**src/rtl/ifu_fetch.sv**
```systemverilog
// Instruction fetch: one memory request per instruction, result handed to decode over valid/ready.
// Latency: 4 cycles per instruction with zero-wait memory (latch, request, response, hand-off).
// Backpressure: request and result are held stable until accepted; pc_stall holds the PC meanwhile. Optional: IFU_ALIGN_CHECK_EN.
module ifu_fetch #(
    parameter int                 ADDR_W   = 32,
    parameter int                 DATA_W   = 32,
    parameter logic [DATA_W-1:0]  NOP_INST = 32'h00000013
) (
    input  logic              clk,
    input  logic              rst_n,
    input  logic [ADDR_W-1:0] pc_addr,
    output logic              pc_stall,
    input  logic              flush,
    output logic              mem_req_valid,
    input  logic              mem_req_ready,
    output logic [ADDR_W-1:0] mem_req_addr,
    input  logic              mem_rsp_valid,
    input  logic [DATA_W-1:0] mem_rsp_data,
    input  logic              mem_rsp_err,
    output logic              inst_valid,
    input  logic              inst_ready,
    output logic [DATA_W-1:0] inst,
    output logic [ADDR_W-1:0] inst_pc,
    output logic              inst_err
);

    typedef enum logic [2:0] {IDLE, REQ, WAIT, HOLD, DROP} state_t;

    state_t            state, state_nxt;
    logic [ADDR_W-1:0] req_pc;
    logic              kill;
    logic              misalign;

`ifdef IFU_ALIGN_CHECK_EN
    assign misalign     = (pc_addr[1:0] != 2'b00);
    assign mem_req_addr = req_pc;
`else
    assign misalign     = 1'b0;
    assign mem_req_addr = {req_pc[ADDR_W-1:2], 2'b00};
`endif

    assign mem_req_valid = (state == REQ);
    assign inst_valid    = (state == HOLD);
    assign pc_stall      = (state != IDLE) || kill;

    always_comb begin
        state_nxt = state;
        case (state)
            IDLE: if (!flush) state_nxt = misalign ? HOLD : REQ;
            REQ:  if (mem_req_ready) state_nxt = (flush || kill) ? DROP : WAIT;
            WAIT: begin
                if (mem_rsp_valid) state_nxt = flush ? IDLE : HOLD;
                else if (flush)    state_nxt = DROP;
            end
            HOLD: if (flush || inst_ready) state_nxt = IDLE;
            DROP: if (mem_rsp_valid) state_nxt = IDLE;
            default: state_nxt = IDLE;
        endcase
    end

    always_ff @(posedge clk or negedge rst_n) begin
        if (!rst_n) begin
            state    <= IDLE;
            req_pc   <= '0;
            kill     <= 1'b0;
            inst     <= '0;
            inst_pc  <= '0;
            inst_err <= 1'b0;
        end else begin
            state <= state_nxt;
            if (state == IDLE && !flush) begin
                req_pc <= pc_addr;
                if (misalign) begin
                    inst     <= NOP_INST;
                    inst_pc  <= pc_addr;
                    inst_err <= 1'b1;
                end
            end
            // A flush seen while the request waits must still kill it once accepted.
            if (state == REQ && !mem_req_ready && flush) kill <= 1'b1;
            else if (state != REQ || mem_req_ready)      kill <= 1'b0;
            if (state == WAIT && mem_rsp_valid && !flush) begin
                inst     <= mem_rsp_err ? NOP_INST : mem_rsp_data;
                inst_pc  <= req_pc;
                inst_err <= mem_rsp_err;
            end
        end
    end

endmodule

```
**config.mk**
```make
export PLATFORM = sky130hd
export DESIGN_NAME = ifu_fetch
export DESIGN_NICKNAME = d
export VERILOG_FILES = /design/src/rtl/ifu_fetch.sv
export SDC_FILE = /design/constraint.sdc
export NUM_CORES = 1
export LEC_CHECK = 0
export CORE_MARGIN = 10
export CORE_UTILIZATION = 46
export CTS_BUF_LIST = sky130_fd_sc_hd__clkbuf_4 sky130_fd_sc_hd__clkbuf_8
export CTS_CLUSTER_DIAMETER = 200
export DETAILED_ROUTE_END_ITERATION = 8
export PLACE_DENSITY = 0.85
export SYNTH_ARGS = -nofsm -noshare
export SYNTH_HDL_FRONTEND = slang
export SYNTH_SLANG_ARGS = --single-unit
```
**constraint.sdc**
```tcl
create_clock -name clk -period 2.09 [get_ports clk]
set_clock_uncertainty 0.05 [all_clocks]
set_input_delay 0.5225 -clock clk [delete_from_list [all_inputs] [get_ports clk]]
set_output_delay 0.5225 -clock clk [all_outputs]
set_load 0.05 [all_outputs]
```
==> metrics.cfg <==
[detailed_routing]
wl_per_cell_um=18.84
postRouteAntennaNets=0
drtIter0Drc=135
avgViaCountPerCell=4.783
dr.pass1.iters=4
wl_um=11210
drc=0
vias=2846

[floorplan]
initial_core_util_pct=46.98
dieArea_um2=14320
row_count=36
die_x_um=119.7
io_pins=171
die_h_um=119.7
core_um2=9729

[cells_and_area]
num_antenna_cells=0
finalNonFillerCells=595
syn_to_final_growth_pct=36.60
layout.nets=529
drive_above_1_share_pct=47.62
post-route-cell-area_um2=6243
fillers=793

[critical_path]
critPathKind=flip-flop to output port
cp.required_ns=1.52
path_max_fanout=6
cp-start-kind=flip-flop
endpoint_kind=output port
worstPathArrival_ns=1.49

[cts]
numCtsBuffers=9
cts_tree=built
root_buffer=clkbuf_8
htree_levels=3
clk_pin_slew_ns=0.10
clk_path_buf_depth=2
clk_latency_ns=0.36
clkSinkCount=101

[timing]
setup_viol=0
max_freq_mhz=485.7
drv_slew=0
layout_setup_ws_ns=0.03116
min_period_over_period_pct=98.51
grt_setup_unrepaired=true
relSlewSlack_pct=65.63
finalHoldViolCount=0
worst_pin_slew_ns=0.5176
holdWs_ns=0.4531
fin_crit_ns=2.059

[logic_synthesis]
synthCells=309
ys.warnings.count=0
ys.flop_type=dfrtp_1
synth_cell_types=33
synth.mux.area_fraction_pct=27.68
ys_seq_area_share_pct=55.30
synth-xor-area-share_pct=0
syn_avg_cell_area_um2=14.79
synthArstFlopShare_pct=100.0
synthAdderAreaFrac_pct=0
synth_compound_area_share_pct=1.204
yosys_register_bits=101
syn_area_um2=4571
synth_top_family_by_area=multiplexers
synth_top_area_share_pct=55.30
synth_top_area_cell=dfrtp_1
synthSimpleGateAreaFrac_pct=6.981
synth.area.top_cells=dfrtp_1 55%, mux2_4 15%, mux2_2 11%
synth_enable_flop_cells=0

[pwr]
clockPowerShare_pct=11.7
switching_share_pct=47.33
p_seq_share_pct=31.8
p_leak_nw=3.114
power.total_mw=9.991
peakVddDrop_uv=1011
powerDensity_nw_per_um2=1600
p_int_mw=5.263
comb_power_share_pct=56.6
switchingPower_mw=4.729

[placed_design]
portBuffers=168
routabilityCongestion=0.8317
dp_hpwl_um=8568
place_ws_ns=-0.03795
place_area_um2=6037
place_inst=577

[flow_run]
maxCapViolCount=0

[global_route]
grt_usage_pct=15.81
grt_pass1_wl_um=18280
antenna_found_initial=0
grt_max_degree=54
grt_pass1_vias=3250
grt.overflow.total=0

[run_status]
outcome=complete, no violations

[hold_path]
hold_path.class=flip-flop to flip-flop

## kinds of logic (layout without fill, tap and decap cells)
group,count (synthesis),after routing
AOI/OAI and AO/OA,8,8
buffers and inverters,54,206
DFF,101,101
muxes,97,97
other,1,2
and+or+nand+nor,48,48
## cell usage after synthesis (all sizes together) (2+ instances only)
cell,number
buf,45
clkbuf,3
dfrtp,101
inv,6
mux2,94
mux2i,3
nand3,2
nor2,5
nor2b,30
nor3,2
nor3b,2
nor4,2
o31ai,2
## stage by stage
step	util (%)	TNS [ns]
after floorplan	-	0
after global placement	62.05	0
after detailed placement	62.05	-0.5814
after CTS	63.95	-0.03416
after global routing	64.17	-0.01054
final	64.17	0
## sequential cells by signal, indices dropped and copies added, names as in the netlist
name      count
inst         32
inst_pc      32
req_pc       32
state         3
inst_err      1
kill          1
## critical path, stage by stage (launching register included)
cell and delay, ns:
dfrtp_2 0.46, or4_4 0.49, buf_6 0.17
## routing by layer
layer  wire length [um]  GRT usage (%)  up-vias
met2               5561          26.10      109
met1               4391          18.02     1409
met3               1034          6.892       16
li1                   -              -     1312
met4                219          5.279        0
met5                  0              0        -
## placed cells by master (no fill, tap or decap), types with 3 or more instances in the layout
cell and n:
mux2_4 47, buf_12 7, clkdlybuf4s50_1 69, buf_4 95
nor2_1 4, dfrtp_1 100, clkbuf_8 10, inv_1 6
dlygate4sd2_1 12, nor2b_1 29, mux2_2 45, mux2i_1 3
## power by group through the flow
stage                     Combinational [mW]  Clock (mW)  Sequential [mW]
after floorplan                         3.12           0             4.38
after global placement                  5.58           0             3.18
after detailed placement                5.67           0             3.21
after CTS                               5.66        1.21             3.19
after global routing                    5.91        1.30             3.28
final                                   5.65        1.17             3.17
## final timing paths
kind / slack [ns] / end / startpoint / cells after the start
setup / recovery: 0.03 / pc_stall / state[0] / 2
hold / removal: 0.45 / req_pc[1] / req_pc[1] / 1
setup reg to reg: 0.31 / req_pc[16] / state[2] / 4
hold reg to reg: 0.45 / req_pc[1] / req_pc[1] / 1
max in group asynchronous: 0.82 / req_pc[19] / rst_n / 3
min in group asynchronous: 0.56 / inst[15] / rst_n / 2
## cell type report
type | instances | area (um^2) | area share (%)
Clock inverter | 5 | 43.79 | 0.7014
Tap cell | 133 | 166.4 | 2.665
Multi-Input combinational cell | 155 | 1674 | 26.81
Inverter | 6 | 22.52 | 0.3607
Sequential cell | 101 | 2529 | 40.50
Clock buffer | 10 | 137.6 | 2.204
Timing Repair Buffer | 185 | 1670 | 26.75
## repair_timing
action	CTS	global route
setup endpoints to repair	14	2
hold buffers	1	0
cloned	0	0
buffers inserted	0	2
hold endpoints to repair	3	0
pin swaps	0	0
gates resized for setup	15	1
Power figures use the tool's default switching activity.
